### config.mk
export PLATFORM = sky130hd
export DESIGN_NAME = stream_mux_2x1_flat
export DESIGN_NICKNAME = d
export VERILOG_FILES = /design/src/rtl/stream_mux_pkg.sv /design/src/rtl/stream_mux_2x1_if.sv /design/src/rtl/stream_mux_2x1_arb.sv /design/src/rtl/stream_mux_2x1.sv /design/src/flat_wrapper.sv
export SDC_FILE = /design/constraint.sdc
export NUM_CORES = 1
export LEC_CHECK = 0
export BUFFER_PORTS_ARGS = -buffer_cell sky130_fd_sc_hd__buf_4
export CAP_MARGIN = 20
export CORE_MARGIN = 2
export CORE_UTILIZATION = 38
export CTS_CLUSTER_SIZE = 30
export DETAILED_ROUTE_END_ITERATION = 10
export PLACE_DENSITY_LB_ADDON = 0.25
export SLEW_MARGIN = 20
export SYNTH_ARGS = -nofsm -noshare
export SYNTH_HDL_FRONTEND = slang
export SYNTH_SLANG_ARGS = --single-unit
### constraint.sdc
create_clock -name clk -period 1.3 [get_ports clk]
set_input_delay 0.13 -clock clk [delete_from_list [all_inputs] [get_ports clk]]
set_output_delay 0.13 -clock clk [all_outputs]
set_load 0.005 [all_outputs]
### src/rtl/stream_mux_pkg.sv
// Shared types and constants for the 2:1 packet-aware stream multiplexer.
package stream_mux_pkg;

   localparam int unsigned WIDTH_DEFAULT = 8;

   typedef enum logic {
      IDLE = 1'b0,
      LOCK = 1'b1
   } state_e;

endpackage : stream_mux_pkg

### src/rtl/stream_mux_2x1_if.sv
// Valid/ready stream bundles: source-side (no index) and merged output (with source index).
interface stream_in_if #(
   parameter int unsigned WIDTH = 8
);
   logic [WIDTH-1:0] data;
   logic             last;
   logic             valid;
   logic             ready;

   modport master (output data, output last, output valid, input ready);
   modport slave  (input data, input last, input valid, output ready);
endinterface : stream_in_if

interface stream_out_if #(
   parameter int unsigned WIDTH = 8
);
   logic [WIDTH-1:0] data;
   logic             last;
   logic             sel;
   logic             valid;
   logic             ready;

   modport master (output data, output last, output sel, output valid, input ready);
   modport slave  (input data, input last, input sel, input valid, output ready);
endinterface : stream_out_if

### src/rtl/stream_mux_2x1_arb.sv
// Two-way round-robin arbiter: on a tie the source other than last_grant wins.
module rr_arb_2 (
   input  logic req0,
   input  logic req1,
   input  logic last_grant,
   output logic grant,
   output logic grant_valid
);

   always_comb begin
      grant_valid = req0 || req1;
      if (req0 && req1) begin
         grant = ~last_grant;
      end else begin
         grant = req1;
      end
   end

endmodule : rr_arb_2

### src/rtl/stream_mux_2x1.sv
// 2:1 stream mux that keeps packets contiguous and round-robins between packets.
module stream_mux_2x1
   import stream_mux_pkg::*;
#(
   parameter int unsigned WIDTH = WIDTH_DEFAULT
) (
   input  logic          clk,
   input  logic          rst,
   stream_in_if.slave    in0,
   stream_in_if.slave    in1,
   stream_out_if.master  y
);

   state_e           state_q, state_d;
   logic             owner_q, owner_d;
   logic             last_grant_q, last_grant_d;

   logic [WIDTH-1:0] y_data_q;
   logic             y_last_q;
   logic             y_sel_q;
   logic             y_valid_q;

   logic             load_en;
   logic             arb_grant;
   logic             arb_valid;
   logic             gnt_sel;
   logic             gnt_valid;
   logic             accept;
   logic [WIDTH-1:0] acc_data;
   logic             acc_last;

   assign load_en = !y_valid_q || y.ready;

   rr_arb_2 u_arb (
      .req0        (in0.valid),
      .req1        (in1.valid),
      .last_grant  (last_grant_q),
      .grant       (arb_grant),
      .grant_valid (arb_valid)
   );

   always_ff @(posedge clk) begin
      if (rst) begin
         state_q      <= IDLE;
         owner_q      <= 1'b0;
         last_grant_q <= 1'b1;
      end else begin
         state_q      <= state_d;
         owner_q      <= owner_d;
         last_grant_q <= last_grant_d;
      end
   end

   always_comb begin
      state_d      = state_q;
      owner_d      = owner_q;
      last_grant_d = last_grant_q;
      unique case (state_q)
         IDLE: begin
            if (accept) begin
               if (acc_last) begin
                  last_grant_d = gnt_sel;
               end else begin
                  state_d = LOCK;
                  owner_d = gnt_sel;
               end
            end
         end
         LOCK: begin
            if (accept && acc_last) begin
               state_d      = IDLE;
               last_grant_d = owner_q;
            end
         end
         default: state_d = IDLE;
      endcase
   end

   // Inside a packet the owner holds the grant even while it has no beat to offer.
   always_comb begin
      gnt_sel   = owner_q;
      gnt_valid = 1'b1;
      if (state_q == IDLE) begin
         gnt_sel   = arb_grant;
         gnt_valid = arb_valid;
      end
      in0.ready = !rst && load_en && gnt_valid && !gnt_sel;
      in1.ready = !rst && load_en && gnt_valid &&  gnt_sel;
      accept    = (in0.ready && in0.valid) || (in1.ready && in1.valid);
      acc_data  = gnt_sel ? in1.data : in0.data;
      acc_last  = gnt_sel ? in1.last : in0.last;
   end

   always_ff @(posedge clk) begin
      if (rst) begin
         y_valid_q <= 1'b0;
         y_data_q  <= '0;
         y_last_q  <= 1'b0;
         y_sel_q   <= 1'b0;
      end else if (load_en) begin
         y_valid_q <= accept;
         if (accept) begin
            y_data_q <= acc_data;
            y_last_q <= acc_last;
            y_sel_q  <= gnt_sel;
         end
      end
   end

   assign y.data  = y_data_q;
   assign y.last  = y_last_q;
   assign y.sel   = y_sel_q;
   assign y.valid = y_valid_q;

endmodule : stream_mux_2x1

### src/flat_wrapper.sv
// flat-port wrapper written by rule: the top's interface ports become plain ports
module stream_mux_2x1_flat import stream_mux_pkg::*;
#(
   parameter int unsigned WIDTH = WIDTH_DEFAULT
)
  (clk, rst, in0_data, in0_last, in0_valid, in0_ready, in1_data, in1_last, in1_valid, in1_ready, y_data, y_last, y_sel, y_valid, y_ready);
  stream_in_if #(.WIDTH(WIDTH)) in0_i ();
  stream_in_if #(.WIDTH(WIDTH)) in1_i ();
  stream_out_if #(.WIDTH(WIDTH)) y_i ();
  input  logic clk;
  input  logic rst;
  input wire logic [$bits(in0_i.data)-1:0] in0_data;
  input wire logic [$bits(in0_i.last)-1:0] in0_last;
  input wire logic [$bits(in0_i.valid)-1:0] in0_valid;
  output wire logic [$bits(in0_i.ready)-1:0] in0_ready;
  input wire logic [$bits(in1_i.data)-1:0] in1_data;
  input wire logic [$bits(in1_i.last)-1:0] in1_last;
  input wire logic [$bits(in1_i.valid)-1:0] in1_valid;
  output wire logic [$bits(in1_i.ready)-1:0] in1_ready;
  output wire logic [$bits(y_i.data)-1:0] y_data;
  output wire logic [$bits(y_i.last)-1:0] y_last;
  output wire logic [$bits(y_i.sel)-1:0] y_sel;
  output wire logic [$bits(y_i.valid)-1:0] y_valid;
  input wire logic [$bits(y_i.ready)-1:0] y_ready;
  assign in0_i.data = in0_data;
  assign in0_i.last = in0_last;
  assign in0_i.valid = in0_valid;
  assign in0_ready = in0_i.ready;
  assign in1_i.data = in1_data;
  assign in1_i.last = in1_last;
  assign in1_i.valid = in1_valid;
  assign in1_ready = in1_i.ready;
  assign y_data = y_i.data;
  assign y_last = y_i.last;
  assign y_sel = y_i.sel;
  assign y_valid = y_i.valid;
  assign y_i.ready = y_ready;
  stream_mux_2x1 #(.WIDTH(WIDTH)) u_core (.clk(clk), .rst(rst), .in0(in0_i), .in1(in1_i), .y(y_i));
endmodule
Word-level counts from Yosys, hierarchy flattened
Index checks and enable logic that the tools add are counted.
{"block": "word_totals", "reg_bits": 14, "inputBits": 23, "output_inout_bits": 13, "elab_cells": 43}
{"block": "classes", "eq_ne": 3, "mux": 13, "bitwise": 3, "reduce_logical": 17}
{"op": "2-to-1 mux 1 bit", "n": 10}
{"op": "logical AND 1 bit", "n": 8}
{"op": "2-to-1 mux 8 bit", "n": 1}
{"op": "AND reduction 3 bit", "n": 2}
{"op": "!= test 2 x 1 -> 1 bit, second input constant", "n": 2}
{"op": "case mux 1 bit (2 select lines)", "n": 2}
{"op": "logical NOT 1 bit", "n": 3}
{"op": "logical OR 1 bit", "n": 3}
{"op": "inverter 1 bit", "n": 3}
{"op": "!= test 2 bit, second input constant", "n": 1}
{"op": "AND reduction 2 bit", "n": 1}

Logic depth before layout (Yosys ltp)
Gate-level depths: netlist of run 1.
{"block": "logic_depth", "ltp_word": 10, "ltp_mapped": 5, "mapped_depth_nobuf": 4}

By module
From an unflattened synthesis of run 1, not the netlist that was laid out.
{"block": "hier_totals", "hier_cells": 71, "area_unflattened_um2": 737.0}
{"mod": "stream_mux_2x1", "instances": 1, "cells_per_inst": 69, "area_per_inst_um2": 723.2, "seq_area_each_um2": 280.3}
{"mod": "rr_arb_2", "instances": 1, "cells_per_inst": 2, "area_per_inst_um2": 13.8, "seq_area_each_um2": 0.0}

Worst setup path before layout of run 1
Ideal clock, no wire load.
{"block": "synth_path", "kind": "reg-to-reg", "start": "register u_core.state_q", "end": "register u_core.state_q", "setup_ns": 0.116, "arrival_time_ns": 1.285, "t_required_ns": 1.184, "path_slack_ns": -0.101, "stages_incl_launch_ff": 5, "n_path_buf": 1, "synth_period_minus_slack_ns": 1.401, "cell_sequence": "dfxtp_1 or3b_1 o2111a_2 buf_2 a31o_2"}
{"block": "synth_between", "elab_chain_cells": 8, "word_cells_on_any_way": 16, "cone_classes": "mux (7); bitwise (1); reduce/logical (8)"}
{"item": "from (decl)", "line": "stream_mux_2x1.sv:14", "text": "state_e state_q, state_d;"}
{"item": "from (signal assigned)", "line": "stream_mux_2x1.sv:48", "text": "state_q <= state_d;"}
{"item": "2-to-1 mux 1 bit", "line": "stream_mux_2x1.sv:83", "text": "if (state_q == IDLE) begin"}
{"item": "logical AND 1 bit / logical NOT 1 bit (equally long branches)", "line": "stream_mux_2x1.sv:87, stream_mux_2x1.sv:88"}
{"item": "logical AND 1 bit, on equally long branches", "line": "stream_mux_2x1.sv:87, stream_mux_2x1.sv:88"}
{"item": "logical AND 1 bit", "line": "stream_mux_2x1.sv:89", "text": "accept = (in0.ready && in0.valid) || (in1.ready && in1.valid);"}
{"item": "logical OR 1 bit", "line": "stream_mux_2x1.sv:89"}
{"item": "logical AND 1 bit", "line": "stream_mux_2x1.sv:70", "text": "if (accept && acc_last) begin"}
{"item": "2-to-1 mux 1 bit", "line": "stream_mux_2x1.sv:70"}
{"item": "case mux 1 bit (2 select lines) (*)", "line": "stream_mux_2x1.sv:58", "text": "unique case (state_q)"}
Mark *: on every way between the ends. The rest lies on a longest branch, timed or not.
A chain may end at the register's enable or synchronous reset.

Worst setup path after layout of run 1
Same ends and word-level chain as after synthesis.

==> results of run 1 <==
state kept, by name (all words and copies together) (netlist names):
| register | cells |
|---|---|
| u_core.y.valid | 1 |
| u_core.y.data | 8 |
| u_core.state_q | 1 |
| u_core.y.sel | 1 |
| u_core.last_grant_q | 1 |
| u_core.owner_q | 1 |
| u_core.y.last | 1 |
per-stage QoR:
| step | power (mW) | std cells | setup TNS [ps] | hold WS (ps) | setup slack [ps] |
|---|---|---|---|---|---|
| after floorplan | 0.636 | 84 | -164 | 199 | -18.3 |
| after global placement | 0.806 | 140 | -437 | 341 | -52.1 |
| after detailed placement | 0.811 | 140 | -788 | 342 | -91.7 |
| after CTS | 1.09 | 146 | -779 | 39.7 | -75.3 |
| after global routing | 1.19 | 146 | -1710 | 43.3 | -154 |
| final | 1.13 | 146 | -1040 | 50.7 | -112 |
cell families after synthesis:
| logic type | count (synthesis) |
|---|---|
| buffers and inverters | 7 |
| AOI/OAI and AO/OA | 34 |
| and+or+nand+nor | 29 |
| DFF | 14 |
per-layer routing:
layer | global-route usage | vias up
li1 | - | 403
met1 | 0.241 | 390
met2 | 0.394 | 30
met3 | 0.0595 | 4
met4 | 0.0971 | 0
met5 | 0 | -
worst paths after layout:
check / to / depth (start not counted) / slack, ps / startpoint
worst max-delay path: u_core.state_q / 4 / -110 / u_core.state_q
worst min register to register: u_core.y.data[2] / 2 / 520 / u_core.y.data[2]
worst max register to register: u_core.state_q / 4 / -110 / u_core.state_q
worst min-delay path: u_core.y.valid / 2 / 50 / rst
Yosys cell counts:
cell type	count	area share
sky130_fd_sc_hd__o21bai_1	1	0.011
sky130_fd_sc_hd__a31o_2	1	0.013
sky130_fd_sc_hd__a311o_1	1	0.015
sky130_fd_sc_hd__buf_2	2	0.015
sky130_fd_sc_hd__a21boi_1	1	0.011
sky130_fd_sc_hd__and2_1	1	0.0094
sky130_fd_sc_hd__or3b_1	1	0.013
sky130_fd_sc_hd__nand2b_1	2	0.019
sky130_fd_sc_hd__o21ai_0	11	0.083
sky130_fd_sc_hd__o211ai_1	1	0.011
sky130_fd_sc_hd__nor4_1	1	0.0094
sky130_fd_sc_hd__nand2_1	20	0.11
sky130_fd_sc_hd__nor3b_1	1	0.011
sky130_fd_sc_hd__nor2_1	2	0.011
sky130_fd_sc_hd__a21oi_1	2	0.015
sky130_fd_sc_hd__nor2b_1	1	0.0094
sky130_fd_sc_hd__a31oi_1	9	0.085
sky130_fd_sc_hd__o2111a_2	1	0.019
sky130_fd_sc_hd__a311oi_1	1	0.013
sky130_fd_sc_hd__o21a_1	1	0.011
sky130_fd_sc_hd__dfxtp_1	14	0.42
sky130_fd_sc_hd__o21ai_1	1	0.0075
sky130_fd_sc_hd__o311ai_0	1	0.013
sky130_fd_sc_hd__o311a_1	2	0.030
sky130_fd_sc_hd__inv_1	2	0.011
sky130_fd_sc_hd__clkbuf_1	3	0.017
worst max-delay path, delay by kind of cell, from the launching register on:
family / cells / cell delay [ps]
DFF: 1 / 380
buffers and inverters: 1 / 160
and+or+nand+nor: 1 / 390
AOI/OAI and AO/OA: 2 / 380
final cells by class:
cell class / instances / area [µm²] / share of cell area
multi-input cells: 63 / 444 / 0.385
repair buffers: 47 / 373 / 0.323
well taps: 17 / 21.3 / 0.0184
flip-flops and latches: 14 / 287 / 0.248
inverters: 2 / 7.51 / 0.00650
clock buffers: 3 / 22.5 / 0.0195
what timing repair did:
item	CTS	global route
gates cloned	0	0
pin swaps	5	1
endpoints found under the setup margin	14	14
gates resized for setup	19	17
buffers inserted	3	0
endpoints found under the hold margin	0	0
report_power, final:
part	total, mW	switching (mW)	internal [mW]
logic	0.382	0.162	0.220
clock network	0.241	0.134	0.107
registers	0.506	0.0337	0.472
==> flow_summary.toml, run 1 <==
[placed_design]
postPlaceCellArea_um2 = 1010
globalplace.congestion = 0.804
count_of_input_and_output_buffers = 35
dpl.hpwl_mm = 1.41

[cts]
cts_sinks = 14
clk_path_buf_depth = 2
cts_root_buf = "sky130_fd_sc_hd__clkbuf_4"
tritoncts = "yes"
cts.hold.buffers_added = 0
clock_insertion_delay_worst_skew_ps = 280
cts-buffers-inserted = 3
clk_transition_reported_paths_ps = 80
h-tree-depth = 1

[synth]
syn_area_um2 = 664
number_of_flip_flops_and_latches_in_the_synthesized_netlist = 14
post_synth_fa_ha_maj_area_fraction = 0
yosys.area_share.simple = 0.196
synthMuxAreaShare = 0
synth_top_family_by_area = "compound AO/OA/AOI/OAI gates"
postSynthCellCount = 84
post_synthesis_cell_type_count = 26
avgSynthCellArea_um2 = 7.91
yosys_warnings = 0
synth.yosys.seq_area_share = 0.422
synth_fp_nets = 107
synth-xor-area-share = 0
synth_compound_gate_area_share = 0.339

[global_route]
overflow = 0
number_of_antenna_violations_at_the_first_check_in_global_routing = 0
grt_pass1_wl_mm = 3.26
grt_usage = 0.221
first_global_vias = 774
grt_start_max_net_pins = 14

[timing]
post_route_minimum_period_ps = 1410
finalSetupViolations = 14
achievable-frequency_mhz = 708
post-route-worst-setup-slack_ps = -112
drv_slew = 0
slew_headroom = 0.804
timing.final.crit_share = 1.09
grt_setup_unrepaired = "yes"
final-hold-violation-count = 0
finalClockSkew_ps = 3.94
worst-slew-pin-transition_ps = 291

[layout]
final_common_cell = "sky130_fd_sc_hd__buf_4"
fin_nets = 154
antennaDiodeCount = 0
drive_above_1_share = 0.566
layout.cells.most_common_list = "sky130_fd_sc_hd__buf_4, sky130_fd_sc_hd__nand2_1, sky130_fd_sc_hd__dfxtp_1, sky130_fd_sc_hd__o21ai_2, sky130_fd_sc_hd__a31oi_1"
area_growth_pct = 73.8
final_util = 0.684
fillCellCount = 145
final_area_um2 = 1150

[critical_path]
category_of_the_most_critical_setup_path = "reg -> reg"
crit_path_start_kind = "flip-flop"
crit_path_top_delay_cell = "sky130_fd_sc_hd__or3b_4"
worst-endpoint-arrival_ps = 1580
cp_data_required_time_ps = 1470
worst_path_maximum_fanout = 13
path_cells = "or3b_4 -> o2111a_2 -> buf_12 -> a31o_2"
cp_slowest_stage_delay_ps = 390
crit_path_end_kind = "flip-flop"

[pwr]
peakVddDrop_mv = 0.774
p_leak_nw = 0.529
power_per_cell_area_nw_per_um2 = 978

[run_status]
status = "finished, violations left"
violations = "setup timing"

[flow_run]
max_cap_check_violation_count = 0

[die]
placement_rows = 15
initial_core_util = 0.393
core_region_area_um2 = 1690
die_w_um = 45.8
num_io_pins = 36
fp.dieArea_um2 = 2100
die_h_um = 45.8

[detailed_routing]
dr.pass1.iters = 5
route.detailed.wl_per_inst_um = 14.6
routed_via_density = 5.66
postRouteWirelength_mm = 2.13
met1Wirelength_um = 864
drc = 0
ant_nets = 0
met3_length_um = 105
top_layer = "met4"
routed-via-count = 827
detailedRoute.firstIterationViolations = 9
met2_wirelength_mm = 1.12

[min_path]
holdCritPathClass = "in -> reg"
Power figures use the tool's default switching activity.
==> inputs of run 2 (changes only) <==
--- a/config.mk
+++ b/config.mk
@@ -5,12 +5,12 @@
 export SDC_FILE = /design/constraint.sdc
 export NUM_CORES = 1
 export LEC_CHECK = 0
-export BUFFER_PORTS_ARGS = -buffer_cell sky130_fd_sc_hd__buf_4
 export CAP_MARGIN = 20
 export CORE_MARGIN = 2
-export CORE_UTILIZATION = 38
+export CORE_UTILIZATION = 50
 export CTS_CLUSTER_SIZE = 30
 export DETAILED_ROUTE_END_ITERATION = 10
+export DONT_BUFFER_PORTS = 1
 export PLACE_DENSITY_LB_ADDON = 0.25
 export SLEW_MARGIN = 20
 export SYNTH_ARGS = -nofsm -noshare
==> run 2 against run 1 <==
The flow still finishes with violations (setup timing). Final area shrank 8.8%. Clock power up 37%. Final cell count down 11%. Setup slack improved by 7.6 ps. Non-clock buffer count decreased by 15. Critical endpoint is now u_core.y.data[0]. Largest power group unchanged.
==> flow_summary.toml, run 2 (synthesized netlist as in run 1, its figures left out) <==
[placed_design]
globalplace.congestion = 0.850
postPlaceCellArea_um2 = 738
dpl.hpwl_mm = 1.18
count_of_input_and_output_buffers = 0
placed_cells = 104

[timing]
finalClockSkew_ps = 5.65
slew_headroom = 0.799
timing.final.crit_share = 1.08
achievable-frequency_mhz = 712
final-hold-violation-count = 0
grt_setup_unrepaired = "yes"
post_route_minimum_period_ps = 1400
drv_slew = 0
post-route-worst-setup-slack_ps = -104
finalSetupViolations = 14
worst-slew-pin-transition_ps = 298

[layout]
antennaDiodeCount = 0
fin_nets = 139
area_growth_pct = 58.6
finalNonFillerCells = 130
layout.cells.most_common_list = "sky130_fd_sc_hd__nand2_1, sky130_fd_sc_hd__dlygate4sd3_1, sky130_fd_sc_hd__dfxtp_1, sky130_fd_sc_hd__buf_4, sky130_fd_sc_hd__a31oi_1"
final_common_cell = "sky130_fd_sc_hd__nand2_1"
drive_above_1_share = 0.296
final_area_um2 = 1050
largest_register_ffs = 8

[detailed_routing]
route.detailed.wl_per_inst_um = 17.3
dr.pass1.iters = 4
ant_nets = 0
routed-via-count = 792
postRouteWirelength_mm = 2.25
drc = 0
routed_via_density = 6.09
detailedRoute.firstIterationViolations = 21

[run_status]
violations = "setup timing"
status = "finished, violations left"

[critical_path]
crit_path_end_kind = "flip-flop"
path_cells = "or3b_1 -> o2111a_2 -> buf_6 -> o21ai_2 -> a31oi_1"
crit_path_start_kind = "flip-flop"
cp_data_required_time_ps = 1470
cp_slowest_stage_delay_ps = 390
category_of_the_most_critical_setup_path = "reg -> reg"
worst-endpoint-arrival_ps = 1570
path_delay_family = "flip-flops"
worst-path-buf-inv = 1
worst_path_maximum_fanout = 7
crit_path_top_delay_cell = "sky130_fd_sc_hd__dfxtp_4"

[cts]
tritoncts = "yes"
clk_transition_reported_paths_ps = 100
cts_root_buf = "sky130_fd_sc_hd__clkbuf_4"
h-tree-depth = 1
clock_insertion_delay_worst_skew_ps = 290
cts_sinks = 14
clk_path_buf_depth = 2
cts-buffers-inserted = 3

[global_route]
number_of_antenna_violations_at_the_first_check_in_global_routing = 0
overflow = 0
grt_start_max_net_pins = 13
grt_usage = 0.322
first_global_vias = 723
grt_pass1_wl_mm = 3.26

[die]
num_io_pins = 36
die_w_um = 40.5
placement_rows = 13
initial_core_util = 0.524
fp.dieArea_um2 = 1640
core_region_area_um2 = 1270
die_h_um = 40.5

[min_path]
holdCritPathClass = "in -> reg"

[pwr]
p_leak_nw = 0.435
peakVddDrop_mv = 0.783
totalPowerFinal_mw = 1.14
power_per_cell_area_nw_per_um2 = 1080

[flow_run]
max_cap_check_violation_count = 0
## run 2: cell count changes in the layout (fill, tap and decap cells not counted), sizes merged
| cell | change |
|---|---|
| buf | -33 |
| clkbuf | +1 |
| dlygate4sd3 | +18 |
## run 2: through the flow
step,setup TNS [ps],worst slack (ps),util,hold WS (ps)
2_1_floorplan,-164,-18.3,-,199
3_5_place_dp,-795,-87.1,0.582,202
5_1_grt,-1750,-158,0.830,1.29
4_1_cts,-619,-66.5,0.812,15.6
6_report,-931,-104,0.830,17.8
3_3_place_gp,-395,-49.4,0.582,201
## run 2: worst paths after layout
| path | from | slack, ps | endpoint | depth (start not counted) |
|---|---|---|---|---|
| setup / recovery | u_core.state_q | -100 | u_core.y.data[0] | 5 |
| hold / removal | in1_last | 20 | u_core.last_grant_q | 1 |
| setup reg to reg | u_core.state_q | -100 | u_core.y.data[0] | 5 |
| hold reg to reg | u_core.y.sel | 530 | u_core.y.sel | 2 |
## run 2: final cells by class
| type | instances | area, µm² |
|---|---|---|
| Timing Repair Buffer | 32 | 294 |
| Sequential cell | 14 | 285 |
| Multi-Input combinational cell | 63 | 412 |
| Inverter | 2 | 7.51 |
| Fill cell | 70 | 215 |
| Tap cell | 15 | 18.8 |
| Clock buffer | 4 | 36.3 |
## run 2: power by group
| group | switching, mW | total (mW) | internal, mW |
|---|---|---|---|
| sequential | 0.0415 | 0.513 | 0.471 |
| combinational | 0.131 | 0.293 | 0.162 |
| clock | 0.160 | 0.331 | 0.171 |
## run 2: layer usage
| metal | vias up | share of wire | GRT usage |
|---|---|---|---|
| li1 | 368 | - | - |
| met2 | 32 | 0.53 | 0.560 |
| met4 | 0 | 0.032 | 0.167 |
| met1 | 380 | 0.39 | 0.342 |
| met5 | - | 0 | 0 |
| met3 | 12 | 0.048 | 0.100 |
## run 2: worst register-to-register path: stages, from the launching register on
cell and delay [ps]:
sky130_fd_sc_hd__dfxtp_4 390, sky130_fd_sc_hd__or3b_1 360, sky130_fd_sc_hd__o2111a_2 200, sky130_fd_sc_hd__buf_6 160, sky130_fd_sc_hd__o21ai_2 110, sky130_fd_sc_hd__a31oi_1 70
## run 2: what timing repair did
item / CTS / global route
resized for setup: 23 / 5
endpoints found under the setup margin: 14 / 14
pin swaps: 5 / 1
cloned: 0 / 1
endpoints found under the hold margin: 10 / 0
hold buffers: 18 / 0
buffers inserted: 3 / 0
==> inputs of run 3 (changes only) <==
--- a/config.mk
+++ b/config.mk
@@ -8,6 +8,7 @@
 export CAP_MARGIN = 20
 export CORE_MARGIN = 2
 export CORE_UTILIZATION = 50
+export CTS_BUF_LIST = sky130_fd_sc_hd__clkbuf_16
 export CTS_CLUSTER_SIZE = 30
 export DETAILED_ROUTE_END_ITERATION = 10
 export DONT_BUFFER_PORTS = 1
==> run 3 against run 2 <==
The flow still finishes with violations (setup timing). Global-route usage decreased by 7.6 points. Maximum frequency rose by 1.9%. Largest power group is now clock. Die area did not move. Register-to-register slack better by 30 ps. Power rose by 16%. Clock power rose by 77%. Clock skew is 1.7 ps lower. Flip-flop and latch count stayed put. Highest routed layer unchanged. Non-clock buffer count down 19. Setup slack improved by 27 ps.
==> flow_summary.toml, run 3 (synthesized netlist as in run 1, its figures left out) <==
[flow_run]
max_cap_check_violation_count = 0

[die]
fp.dieArea_um2 = 1640
die_h_um = 40.5
initial_core_util = 0.524
num_io_pins = 36
placement_rows = 13
die_w_um = 40.5
core_region_area_um2 = 1270

[layout]
antennaDiodeCount = 0
fin_nets = 120
largest_register_ffs = 8
fillCellCount = 94
drive_above_1_share = 0.313
area_growth_pct = 35.0
final_common_cell = "sky130_fd_sc_hd__nand2_1"
layout.cells.most_common_list = "sky130_fd_sc_hd__nand2_1, sky130_fd_sc_hd__dfxtp_1, sky130_fd_sc_hd__o21ai_2, sky130_fd_sc_hd__a31oi_1, sky130_fd_sc_hd__buf_4"

[timing]
timing.final.crit_share = 1.06
grt_setup_unrepaired = "yes"
finalSetupViolations = 14
holdWs_ps = 31.4
final-hold-violation-count = 0
drv_slew = 0
slew_headroom = 0.799
achievable-frequency_mhz = 726
worst-slew-pin-transition_ps = 298
final.setup.tns_ps = -693
finalClockSkew_ps = 3.93
post-route-worst-setup-slack_ps = -77.4
post_route_minimum_period_ps = 1380

[critical_path]
timing.reg2reg.setup_slack_ps = -80
crit_path_start_kind = "flip-flop"
worst-endpoint-arrival_ps = 1510
worst_path_maximum_fanout = 7
crit_path_end_kind = "flip-flop"
category_of_the_most_critical_setup_path = "reg -> reg"
cp_data_required_time_ps = 1430
regToRegStartpoint = "u_core.state_q"
critical_path.reg2reg.endpoint = "u_core.state_q"
ff2ff_path_depth = 4

[global_route]
grt_start_max_net_pins = 13
first_global_vias = 582
overflow = 0
grt_pass1_wl_mm = 2.57
grt_usage = 0.245
number_of_antenna_violations_at_the_first_check_in_global_routing = 0

[min_path]
holdCritPathClass = "in -> reg"
timing.hold.worst.start = "in0_data[2]"
destination_of_the_worst_hold_path = "u_core.y.data[2]"
hold_path_depth = 2

[detailed_routing]
drc = 0
route.detailed.wl_per_inst_um = 15.7
routed_via_density = 6.11
ant_nets = 0
postRouteWirelength_mm = 1.74
detailedRoute.firstIterationViolations = 18
dr.pass1.iters = 4
routed-via-count = 678

[pwr]
power.share.clock = 0.443
share_comb_of_total_power = 0.170
sw_frac_of_total = 0.249
peakVddDrop_mv = 1.15
p_leak_nw = 0.365
internal_power_mw = 0.995
power_per_cell_area_nw_per_um2 = 1480
switching_power_mw = 0.330
seq_power_share = 0.387

[cts]
h-tree-depth = 1
cts_sinks = 14
clk_transition_reported_paths_ps = 50
cts_root_buf = "sky130_fd_sc_hd__clkbuf_16"
clock_insertion_delay_worst_skew_ps = 240
tritoncts = "yes"
cts-buffers-inserted = 3
clk_path_buf_depth = 2

[placed_design]
count_of_input_and_output_buffers = 0
globalplace.congestion = 0.850
dpl_worst_slack_ps = -87.1
dpl.hpwl_mm = 1.18

[run_status]
status = "finished, violations left"
violations = "setup timing"
==> run 3: changes by cell type in the layout (fill, tap and decap cells not counted), sizes merged <==
cell         delta
clkbuf          -1
dlygate4sd3    -16
buf             -3
clkinv          +1
==> run 3: cell type report <==
| type | count | area [µm²] | share of cell area |
|---|---|---|---|
| clock buffers | 3 | 75.1 | 0.0837 |
| multi-input cells | 63 | 397 | 0.442 |
| flip-flops and latches | 14 | 285 | 0.318 |
| clock inverters | 1 | 3.75 | 0.00418 |
| repair buffers | 13 | 110 | 0.123 |
| well taps | 15 | 18.8 | 0.0209 |
| inverters | 2 | 7.51 | 0.00837 |
==> run 3: critical path, stage by stage, from the launching register on <==
cell and delay, ps:
sky130_fd_sc_hd__dfxtp_4 370, sky130_fd_sc_hd__or3b_4 380, sky130_fd_sc_hd__o2111a_2 180, sky130_fd_sc_hd__buf_6 150
sky130_fd_sc_hd__a31o_2 190
==> run 3: stage by stage <==
| stage | cell area (µm²) | instances | utilization | total power, mW |
|---|---|---|---|---|
| after floorplan | 672 | 84 | - | 0.636 |
| after global placement | 738 | 104 | 0.582 | 0.690 |
| after detailed placement | 738 | 104 | 0.582 | 0.696 |
| after CTS | 870 | 110 | 0.685 | 1.31 |
| after global routing | 897 | 111 | 0.707 | 1.37 |
| final | 897 | 111 | 0.707 | 1.32 |
==> run 3: how the worst max path moves through the flow <==
stage,start,to,slack (ps),cells past startpoint
after global placement,u_core.state_q,u_core.y.data[3],-50,5
after detailed placement,u_core.owner_q,u_core.y.data[3],-90,5
final,u_core.state_q,u_core.state_q,-80,4
after global routing,u_core.state_q,u_core.y.data[5],-120,5
after CTS,u_core.state_q,u_core.state_q,-60,4
after floorplan,u_core.state_q,u_core.y.last,-20,5
==> run 3: metal layers <==
metal	vias to the layer above	track usage	wire length, µm
met5	-	0	0
met4	0	0.100	31
met3	4	0.0833	107
met2	19	0.361	861
met1	318	0.323	743
li1	337	-	-
==> run 3: power groups by stage <==
stage / Sequential [mW] / Clock [mW] / Combinational (mW)
final: 0.513 / 0.586 / 0.225
after global routing: 0.519 / 0.601 / 0.248
after CTS: 0.510 / 0.584 / 0.213
after detailed placement: 0.512 / 0 / 0.184
after global placement: 0.511 / 0 / 0.179
after floorplan: 0.505 / 0 / 0.131
==> run 3: what timing repair did <==
| item | CTS | global route |
|---|---|---|
| pin swaps | 1 | 0 |
| endpoints found under the hold margin | 2 | 1 |
| gates resized for setup | 20 | 5 |
| buffers inserted | 1 | 0 |
| gates cloned | 0 | 0 |
| hold buffers | 1 | 1 |
| setup endpoints to repair | 14 | 14 |
